`config.mk`:
```
export PLATFORM = sky130hd
export DESIGN_NAME = serial_lut_loader
export DESIGN_NICKNAME = d
export VERILOG_FILES = /design/src/rtl/serial_lut_loader.sv
export SDC_FILE = /design/constraint.sdc
export NUM_CORES = 1
export LEC_CHECK = 0
export ABC_AREA = 0
export CORE_MARGIN = 3
export CORE_UTILIZATION = 47
export DETAILED_ROUTE_END_ITERATION = 7
export PLACE_DENSITY = 0.71
export SETUP_SLACK_MARGIN = 0.15
export SLEW_MARGIN = 5
export SYNTH_ARGS = -nofsm -noshare
export SYNTH_HDL_FRONTEND = slang
export SYNTH_SLANG_ARGS = --single-unit
```
`constraint.sdc`:
```
create_clock -name clk -period 2.9 [get_ports clk]
set_input_delay 0.435 -clock clk [delete_from_list [all_inputs] [get_ports clk]]
set_output_delay 0.435 -clock clk [all_outputs]
set_load 0.005 [all_outputs]
```
`src/rtl/serial_lut_loader.sv`:
```
// Serial LUT-load transmitter: shifts a parallel table image out MSB first on sd/sclk/scs_n
// so a serial_load_lut receiver ends up holding exactly table_in.
module serial_lut_loader #(
  parameter  int IN_WIDTH   = 3,
  parameter  int OUT_WIDTH  = 3,
  parameter  int CLK_DIV    = 2,
  localparam int TABLE_BITS = (2 ** IN_WIDTH) * OUT_WIDTH
) (
  input  logic                  clk,
  input  logic                  rst,
  input  logic                  start,
  input  logic [TABLE_BITS-1:0] table_in,
  output logic                  busy,
  output logic                  done,
  output logic                  sd,
  output logic                  sclk,
  output logic                  scs_n
);

  localparam int DIV_W = $clog2(CLK_DIV + 1);
  localparam int CNT_W = $clog2(TABLE_BITS + 1);

  localparam logic [DIV_W-1:0] DIV_LOAD = DIV_W'(CLK_DIV);
  localparam logic [DIV_W-1:0] DIV_ONE  = DIV_W'(1);
  localparam logic [CNT_W-1:0] BIT_LOAD = CNT_W'(TABLE_BITS);
  localparam logic [CNT_W-1:0] BIT_ONE  = CNT_W'(1);

  localparam logic [1:0] ST_IDLE = 2'd0;
  localparam logic [1:0] ST_LOW  = 2'd1;
  localparam logic [1:0] ST_HIGH = 2'd2;
  localparam logic [1:0] ST_TAIL = 2'd3;

  logic [1:0]            state;
  logic [DIV_W-1:0]      div_cnt;
  logic [CNT_W-1:0]      bit_cnt;
  logic [TABLE_BITS-1:0] shreg_p0;

  logic div_last;
  logic last_bit;
  logic accept;
  logic shift_en;

  // div_cnt holds the cycles remaining in the current phase, including this one
  assign div_last = (div_cnt == DIV_ONE);
  assign last_bit = (bit_cnt == BIT_ONE);
  assign accept   = (state == ST_IDLE) && start;
  assign shift_en = (state == ST_HIGH) && div_last && !last_bit;

  // Image register: data only, so it carries no reset
  always_ff @(posedge clk) begin
    if (accept) begin
      shreg_p0 <= table_in;
    end else if (shift_en) begin
      shreg_p0 <= shreg_p0 << 1;
    end
  end

  always_ff @(posedge clk) begin
    if (rst) begin
      state   <= ST_IDLE;
      busy    <= 1'b0;
      done    <= 1'b0;
      sd      <= 1'b0;
      sclk    <= 1'b0;
      scs_n   <= 1'b1;
      div_cnt <= '0;
      bit_cnt <= '0;
    end else begin
      done <= 1'b0;
      case (state)
        ST_IDLE: begin
          if (start) begin
            state   <= ST_LOW;
            busy    <= 1'b1;
            scs_n   <= 1'b0;
            sclk    <= 1'b0;
            sd      <= table_in[TABLE_BITS-1];
            div_cnt <= DIV_LOAD;
            bit_cnt <= BIT_LOAD;
          end
        end
        ST_LOW: begin
          if (div_last) begin
            sclk    <= 1'b1;
            state   <= ST_HIGH;
            div_cnt <= DIV_LOAD;
          end else begin
            div_cnt <= div_cnt - DIV_ONE;
          end
        end
        ST_HIGH: begin
          if (div_last) begin
            // sd moves only on the falling edge so it is stable across the next rise
            sclk    <= 1'b0;
            bit_cnt <= bit_cnt - BIT_ONE;
            div_cnt <= DIV_LOAD;
            if (!last_bit) begin
              sd    <= shreg_p0[TABLE_BITS-2];
              state <= ST_LOW;
            end else begin
              sd    <= 1'b0;
              state <= ST_TAIL;
            end
          end else begin
            div_cnt <= div_cnt - DIV_ONE;
          end
        end
        ST_TAIL: begin
          if (div_last) begin
            scs_n <= 1'b1;
            busy  <= 1'b0;
            done  <= 1'b1;
            state <= ST_IDLE;
          end else begin
            div_cnt <= div_cnt - DIV_ONE;
          end
        end
        default: begin
          state <= ST_IDLE;
        end
      endcase
    end
  end

endmodule

```
==> flow_summary.json, run 1 <==
{
  "grt-ovfl-total": 0,
  "end_kind": "register",
  "dp_cells": 218,
  "n_antenna_cell": 0,
  "drt_wl_total_mm": 3.314,
  "holdBufCountCts": 0,
  "yosys_most_used_dff": "edfxtp_1",
  "grt_pass1_wl_mm": 5.181,
  "grt_pass1_vias": 1189,
  "syn_avg_cell_area_um2": 12.63,
  "critPathSlowestCell": "nand2_2",
  "critPathMaxStageDelay_ns": 0.39,
  "fmax_ghz": 0.4965,
  "first_iter_violations": 49,
  "status": "finished, final reports clean",
  "vias": 1200,
  "start_kind": "register",
  "drive_gt1_frac": 0.2167,
  "coreArea_um2": 3521,
  "crit_required_ns": 2.86,
  "crit_family": "buffers and inverters",
  "finalMaxSlewViolations": 0,
  "leakage_uw": 0.0008143,
  "ys_async_sr_fraction": 0,
  "area_growth_pct": 24.00,
  "clk_path_buf_depth": 2,
  "fillCellCount": 274,
  "setup_viol": 0,
  "syn-cell-area_um2": 1819,
  "die_area_um2": 4653,
  "clock_latency_ns": 0.28,
  "gp_congestion": 0.8201,
  "worst-path-buf-inv": 2,
  "antenna_found_initial": 0,
  "cts_made_buffers": 5,
  "die_h_um": 68.22,
  "crit_type": "register to register",
  "root_buffer": "clkbuf_8",
  "tightest_slew_ns": 0.6919,
  "postCtsSetupBuffers": 0,
  "synthTopCellsByCount": "edfxtp_1 (23), mux2_2 (23), dfxtp_1 (14)",
  "layout.nets": 218,
  "yosysSeqAreaShare": 0.5337,
  "crit_chain": "inv_1 > ha_1 > nand2_2 > o21ai_2 > buf_4",
  "yosysWarnings": 0,
  "synth_edf_count": 23,
  "vdd_drop_max_v": 0.0004885,
  "yosys.area.top_type": "edfxtp_1",
  "hold_viol": 0,
  "ys_top_cells_by_area": "edfxtp_1 (38%), dfxtp_1 (15%), mux2_2 (14%)",
  "reg2reg_slack_ns": 0.89,
  "skew_ns": 0.007049,
  "tns_ns": 0,
  "grt_max_degree": 26,
  "ctsResizeCount": 0,
  "die_x_um": 68.22,
  "cap_violations": 0,
  "syn_inst": 144,
  "num_rows": 21,
  "clk_pin_slew_worst_paths_ns": 0.07,
  "pin_count": 32,
  "track_usage": 0.1534,
  "synth-seq-cells": 37,
  "post-route-period-util": 0.6946,
  "critPathMaxFanout": 25,
  "cp.arrival_ns": 1.97,
  "htree_levels": 2,
  "synth_cell_types": 35,
  "period_minus_slack_ns": 2.014,
  "fin_util": 0.6407,
  "synth.top_cell.area_share": 0.3796,
  "vias_per_cell": 5.310,
  "max_slew_margin": 0.5323,
  "cts_tree": "built",
  "wl_per_cell_um": 14.66,
  "port_buffers": 31,
  "cts.sinks": 37,
  "synthesis.nets": 183,
  "start_util": 0.5167,
  "rsz0062_at_grt": "no",
  "stdcell_count": 226,
  "ant_nets": 0,
  "power_uw": 1953,
  "powerDensity_nw_per_um2": 865.7,
  "dr.pass1.iters": 5,
  "drc": 0,
  "dp_hpwl_mm": 2.440,
  "hp-class": "register to register"
}
[worst paths after layout]
path / startpoint / to / cells past startpoint
max reg2reg: state[0]$_SDFFE_PP0P_ / shreg_p0[7]$_DFFE_PP_ / 5
min reg2reg: busy$_SDFFE_PP0P_ / busy$_SDFFE_PP0P_ / 2
max: state[0]$_SDFFE_PP0P_ / shreg_p0[7]$_DFFE_PP_ / 5
min: busy$_SDFFE_PP0P_ / busy$_SDFFE_PP0P_ / 2
[cell usage in the layout, fill, tap and decap left out, types with 3 or more instances in the layout]
master           instances
a21oi_1                  9
a311oi_1                 3
clkbuf_8                 5
clkdlybuf4s50_1         31
dfxtp_1                 14
edfxtp_1                23
ha_1                    12
inv_1                    8
mux2_2                  23
nand2b_1                 3
nor2_1                   8
o21ai_0                  6
[layer usage]
layer | wire, µm | track usage
met5 | 0 | 0
met4 | 42 | 0.05211
met3 | 185 | 0.04269
met2 | 1604 | 0.2732
met1 | 1482 | 0.1756
[flip-flops by register name, summed over array words and instances, names as in the netlist]
| register | flops |
|---|---|
| scs_n | 1 |
| state | 2 |
| bit_cnt | 5 |
| div_cnt | 2 |
| done | 1 |
| sd | 1 |
| busy | 1 |
| shreg_p0 | 23 |
| sclk | 1 |
[through the flow]
| stage | hold WS (ns) | setup WS (ns) | instance area, µm² |
|---|---|---|---|
| detailed placement | 0.4712 | 0.7723 | 2173 |
| global route | 0.4951 | 0.7407 | 2256 |
| floorplan | 0.4437 | 0.6434 | 1819 |
| finish | 0.4770 | 0.8858 | 2256 |
| global placement | 0.4705 | 0.8181 | 2173 |
| CTS | 0.4786 | 0.8560 | 2256 |
[layout make-up]
cell class	count	area, µm²	area share
Sequential cell	37	970.9	0.4304
Clock inverter	2	10.01	0.004437
Timing Repair Buffer	32	317.8	0.1409
Tap cell	46	57.56	0.02551
Inverter	8	30.03	0.01331
Clock buffer	6	72.57	0.03217
Multi-Input combinational cell	95	797.0	0.3533
[worst min-delay path, stage by stage (launching register included)]
cell     delay, ns
dfxtp_1       0.31
o21ai_0       0.07
a21oi_1       0.06
[power breakdown]
group	internal, µW	total [µW]	switching, µW
Sequential	792	872	79.9
Combinational	378	744	366
Clock	166	337	170
[cell families (layout without fill, tap and decap cells)]
family / Yosys count / count (layout) / synth area share
buf+inv: 12 / 48 / 0.03026
fa+ha+maj: 12 / 12 / 0.08253
flops: 37 / 37 / 0.5337
simple gates: 31 / 31 / 0.1039
xor+xnor: 2 / 2 / 0.009630
compound gates: 25 / 25 / 0.08459
mux: 25 / 25 / 0.1554
Power figures use the tool's default switching activity.
==> inputs of run 2 (changes only) <==
Settings changed: CORE_UTILIZATION 47 to 52, PLACE_DENSITY 0.71 to 0.75.
Clock period 2.9 ns to 2.1 ns, I/O delays scaled along.
==> run 2 against run 1 <==
Compared with the run above: critical endpoint is now bit_cnt[3]$_SDFFE_PP0P_; sequential cell count did not move; die area shrank 8.8%; first-iteration DRC count is 20% lower; global-route usage rose by 2.3 points; critical path depth rose by 1; clock-buffer cell count is the same; critical path type unchanged.
==> flow_summary.json, run 2 (same netlist as run 1, synthesis figures left out) <==
{
  "status": "finished, final reports clean",
  "finalWorstSetupSlack_ns": 0.3279,
  "stdcell_count": 226,
  "ff_latch_area_um2": 970.9,
  "finalMaxSlewViolations": 0,
  "end_kind": "register",
  "mostFrequentLayoutCell": "clkdlybuf4s50_1",
  "sw_frac_of_total": 0.3266,
  "ant_nets": 0,
  "tightest_slew_ns": 0.6258,
  "hp-class": "register to register",
  "post-route-period-util": 0.8439,
  "grt_max_degree": 26,
  "coreArea_um2": 3203,
  "die_area_um2": 4245,
  "area_growth_pct": 23.87,
  "grt-ovfl-total": 0,
  "top_register": "shreg_p0",
  "die_x_um": 65.15,
  "crit_type": "register to register",
  "max_slew_margin": 0.5769,
  "antenna_found_initial": 0,
  "powerDensity_nw_per_um2": 1168,
  "num_rows": 20,
  "drt_wl_total_mm": 3.372,
  "tns_ns": 0,
  "wl_per_cell_um": 14.92,
  "vias": 1217,
  "largest_reg_flops": 23,
  "cts.sinks": 37,
  "ctsResizeCount": 0,
  "holdBufCountCts": 0,
  "cts_made_buffers": 5,
  "period_minus_slack_ns": 1.772,
  "grt_pass1_vias": 1279,
  "first_iter_violations": 39,
  "postCtsSetupBuffers": 0,
  "grt_pass1_wl_mm": 5.664,
  "track_usage": 0.1766,
  "n_antenna_cell": 0,
  "clk_path_buf_depth": 2,
  "reg2reg_slack_ns": 0.33,
  "dp_cells": 218,
  "start_kind": "register",
  "rsz0062_at_grt": "no",
  "clock_latency_ns": 0.34,
  "switchingPower_uw": 859.8,
  "dr.pass1.iters": 4,
  "skew_ns": 0.01156,
  "drc": 0,
  "root_buffer": "clkbuf_4",
  "cp.arrival_ns": 2.01,
  "leakage_uw": 0.0008164,
  "cap_violations": 0,
  "layout_common_cells": "clkdlybuf4s50_1 (31), mux2_2 (23), edfxtp_1 (23)",
  "port_buffers": 31,
  "fmax_ghz": 0.5643,
  "place_ws_ns": 0.2812,
  "clk_pin_slew_worst_paths_ns": 0.10,
  "fillCellCount": 269,
  "setup_viol": 0,
  "vias_per_cell": 5.385,
  "cts_tree": "built",
  "pin_count": 32,
  "start_util": 0.5680,
  "hold_viol": 0,
  "layout.nets": 220,
  "multiInputGateArea_um2": 800.8,
  "drive_gt1_frac": 0.2308,
  "combPwrFrac": 0.408,
  "crit_required_ns": 2.34,
  "vdd_drop_max_v": 0.0006366,
  "dp_hpwl_mm": 2.441,
  "internal-power_uw": 1773,
  "critPathMaxFanout": 7,
  "pwr-share-clk": 0.134,
  "p_seq_frac": 0.458,
  "gp_congestion": 0.7389,
  "reg_top3": "shreg_p0 (23), bit_cnt (5)",
  "die_h_um": 65.15,
  "htree_levels": 2
}
run 2: through the flow:
stage / cell area (µm²) / utilization / total power (µW) / hold slack, ns
after floorplan: 1823 / - / 1968 / 0.3871
after global placement: 2198 / 0.6863 / 2237 / 0.4653
after detailed placement: 2198 / 0.6863 / 2295 / 0.4680
after CTS: 2250 / 0.7023 / 2650 / 0.4875
after global routing: 2253 / 0.7035 / 2825 / 0.5304
final: 2253 / 0.7035 / 2633 / 0.4979
run 2: per-layer routing:
metal  track usage  vias to the layer above  part of all wire  routed length, µm
li1              -                      599                 -                  -
met1        0.1996                      575              0.43               1443
met2        0.3091                       37              0.51               1716
met3       0.04786                        6             0.044                150
met4       0.08290                        0             0.018                 62
met5             0                        -                 0                  0
run 2: cell type report:
cell class / count / area share
clock buffers: 6 / 0.01832
inverters: 8 / 0.01333
flip-flops and latches: 37 / 0.4309
multi-input cells: 95 / 0.3554
well taps: 44 / 0.02443
repair buffers: 34 / 0.1532
clock inverters: 2 / 0.004442
run 2: power by group through the flow:
stage	Sequential [µW]	Clock, µW	Combinational [µW]
2_1_floorplan	1190	0	775
3_5_place_dp	1220	0	1070
4_1_cts	1210	366	1080
5_1_grt	1230	397	1200
6_report	1210	353	1070
3_3_place_gp	1210	0	1030
run 2: worst paths after layout:
check	startpoint	endpoint	cells past startpoint
max	state[0]$_SDFFE_PP0P_	bit_cnt[3]$_SDFFE_PP0P_	6
min	sclk$_SDFFE_PP0P_	sclk$_SDFFE_PP0P_	2
min reg2reg	sclk$_SDFFE_PP0P_	sclk$_SDFFE_PP0P_	2
max reg2reg	state[0]$_SDFFE_PP0P_	bit_cnt[3]$_SDFFE_PP0P_	6
run 2: worst max-delay path, cell delays in order, from the launching register on:
cell      delay (ns)
dfxtp_1         0.36
inv_1           0.16
ha_1            0.29
mux2i_2         0.34
nor2_4          0.10
and2_4          0.17
a311oi_1        0.26
==> inputs of run 3 (changes only) <==
Settings changed: CORE_UTILIZATION 52 to 47, PLACE_DENSITY 0.75 to 0.71.
Clock period 2.1 ns to 1.44 ns, I/O delays scaled along.
==> run 3 against run 2 <==
Compared with the run above: largest cell class is now multi-input gates; wire length up 20%; total power up 94%; the run now ends with negative setup slack left; non-clock buffer count up 13; maximum frequency up 18%; highest routed layer unchanged; hold slack worse by 0.0077 ns; sequential share of layout area down 6.8 points; design area up 20%; sequential power up 52%; via count up 6.6%.
==> flow_summary.json, run 3 (same netlist as run 1, synthesis figures left out) <==
{
  "worst-path-buf-inv": 1,
  "start_kind": "register",
  "r2r_end": "div_cnt[0]$_SDFFE_PP0P_",
  "fin_util": 0.7708,
  "vias": 1297,
  "reg_top3": "shreg_p0 (23), bit_cnt (5)",
  "num_rows": 21,
  "end_kind": "register",
  "root_buffer": "clkbuf_8",
  "powerDensity_nw_per_um2": 1882,
  "dp_hpwl_mm": 2.650,
  "stdcell_count": 242,
  "critPathSlowestCell": "dfxtp_4",
  "final_area_um2": 2714,
  "drt_wl_total_mm": 4.047,
  "cts_tree": "built",
  "mostFrequentLayoutCell": "clkdlybuf4s50_1",
  "die_area_um2": 4653,
  "drive_gt1_frac": 0.4235,
  "crit_start": "state[1]$_SDFFE_PP0P_",
  "n_antenna_cell": 0,
  "max_slew_margin": 0.7422,
  "clk_path_buf_depth": 2,
  "leakage_uw": 0.001077,
  "track_usage": 0.2009,
  "hp-class": "register to register",
  "r2r_cells": 6,
  "cp.depth": 6,
  "critPathMaxFanout": 7,
  "clock_latency_ns": 0.29,
  "cp.arrival_ns": 1.73,
  "fillCellCount": 241,
  "r2r-start": "state[1]$_SDFFE_PP0P_",
  "grt_max_degree": 17,
  "crit_chain": "inv_4 > ha_4 > and2b_4 > a21oi_4 > mux2_4 > nor2_2",
  "finalWorstSetupSlack_ns": -0.06249,
  "vdd_drop_max_v": 0.001005,
  "cts.sinks": 37,
  "reg2reg_slack_ns": -0.06,
  "violations": "negative setup slack",
  "hold_viol": 0,
  "setup_viol": 40,
  "layout.nets": 234,
  "period_minus_slack_ns": 1.502,
  "fmax_ghz": 0.6656,
  "die_x_um": 68.22,
  "status": "finished with violations",
  "coreArea_um2": 3521,
  "layout_common_cells": "clkdlybuf4s50_1 (25), mux2_4 (23), edfxtp_1 (23)",
  "start_util": 0.5167,
  "antenna_found_initial": 0,
  "top_register": "shreg_p0",
  "grt_pass1_wl_mm": 6.610,
  "post-route-period-util": 1.043,
  "cts_made_buffers": 5,
  "gp_congestion": 0.7806,
  "skew_ns": 0.006124,
  "crit_required_ns": 1.66,
  "port_buffers": 31,
  "grt_pass1_vias": 1395,
  "cap_violations": 0,
  "grt-ovfl-total": 0,
  "die_h_um": 68.22,
  "htree_levels": 2,
  "critPathMaxStageDelay_ns": 0.40,
  "place_ws_ns": -0.2882,
  "first_iter_violations": 51,
  "pin_count": 32,
  "largest_reg_flops": 23,
  "dr.pass1.iters": 4,
  "finalMaxSlewViolations": 0,
  "ant_nets": 0,
  "dp_cells": 229,
  "area_growth_pct": 49.17,
  "crit_type": "register to register",
  "vias_per_cell": 5.360,
  "tightest_slew_ns": 0.3867,
  "crit_family": "flip-flops",
  "wl_per_cell_um": 16.72,
  "clk_pin_slew_worst_paths_ns": 0.07,
  "rsz0062_at_grt": "yes",
  "drc": 0,
  "place_area_um2": 2456,
  "worstSetupEndpoint": "div_cnt[0]$_SDFFE_PP0P_"
}
==> run 3: repair_timing <==
item,in CTS,in global routing
cloned,1,0
hold buffers,0,0
resized for setup,22,7
setup endpoints to repair,62,58
pin swaps,12,5
setup buffers,3,1
==> run 3: worst register-to-register path: cells and delay by family, from the launching register on <==
family | cells | cell delay, ns
AND/OR/NAND/NOR | 2 | 0.30
multiplexers | 1 | 0.32
AO/OA/AOI/OAI | 1 | 0.15
adder cells (fa/ha/maj) | 1 | 0.22
buffers and inverters | 1 | 0.06
flip-flops | 1 | 0.40
==> run 3: metal layers <==
layer | global-route usage | wire length [µm]
met1 | 0.2424 | 1765
met2 | 0.3237 | 1976
met3 | 0.04926 | 189
met4 | 0.1191 | 116
met5 | 0 | 0
==> run 3: worst min-delay path by stage <==
stage	slack (ns)	depth (start not counted)	to	startpoint
2_1_floorplan	0.29	1	bit_cnt[3]$_SDFFE_PP0P_	rst
3_3_place_gp	0.47	2	sclk$_SDFFE_PP0P_	sclk$_SDFFE_PP0P_
3_5_place_dp	0.47	2	bit_cnt[1]$_SDFFE_PP0P_	bit_cnt[1]$_SDFFE_PP0P_
4_1_cts	0.49	2	bit_cnt[1]$_SDFFE_PP0P_	bit_cnt[1]$_SDFFE_PP0P_
5_1_grt	0.52	2	sclk$_SDFFE_PP0P_	sclk$_SDFFE_PP0P_
6_report	0.49	2	bit_cnt[1]$_SDFFE_PP0P_	bit_cnt[1]$_SDFFE_PP0P_
==> run 3: final cells by class <==
type,count,area [µm²],area share
inverter,8,37.54,0.01383
timing repair buffer,47,442.9,0.1632
tap,46,57.56,0.02121
clock buffer,5,68.82,0.02536
sequential,37,983.4,0.3624
clock inverter,3,41.29,0.01521
multi-input combinational,96,1082,0.3988
==> run 3: metrics by stage <==
stage	TNS (ns)	total power, µW	hold WS [ns]
after floorplan	-1.212	3303	0.2881
after global placement	-11.84	3783	0.4676
after detailed placement	-13.80	3870	0.4749
after CTS	-0.6296	5006	0.4908
after global routing	-3.100	5399	0.5176
final	-0.9470	5108	0.4902
==> run 3: power by group <==
group	switching [µW]	internal [µW]	leakage, µW
Clock	356	509	0.0000518
Sequential	223	1620	0.000338
Combinational	1100	1300	0.000687
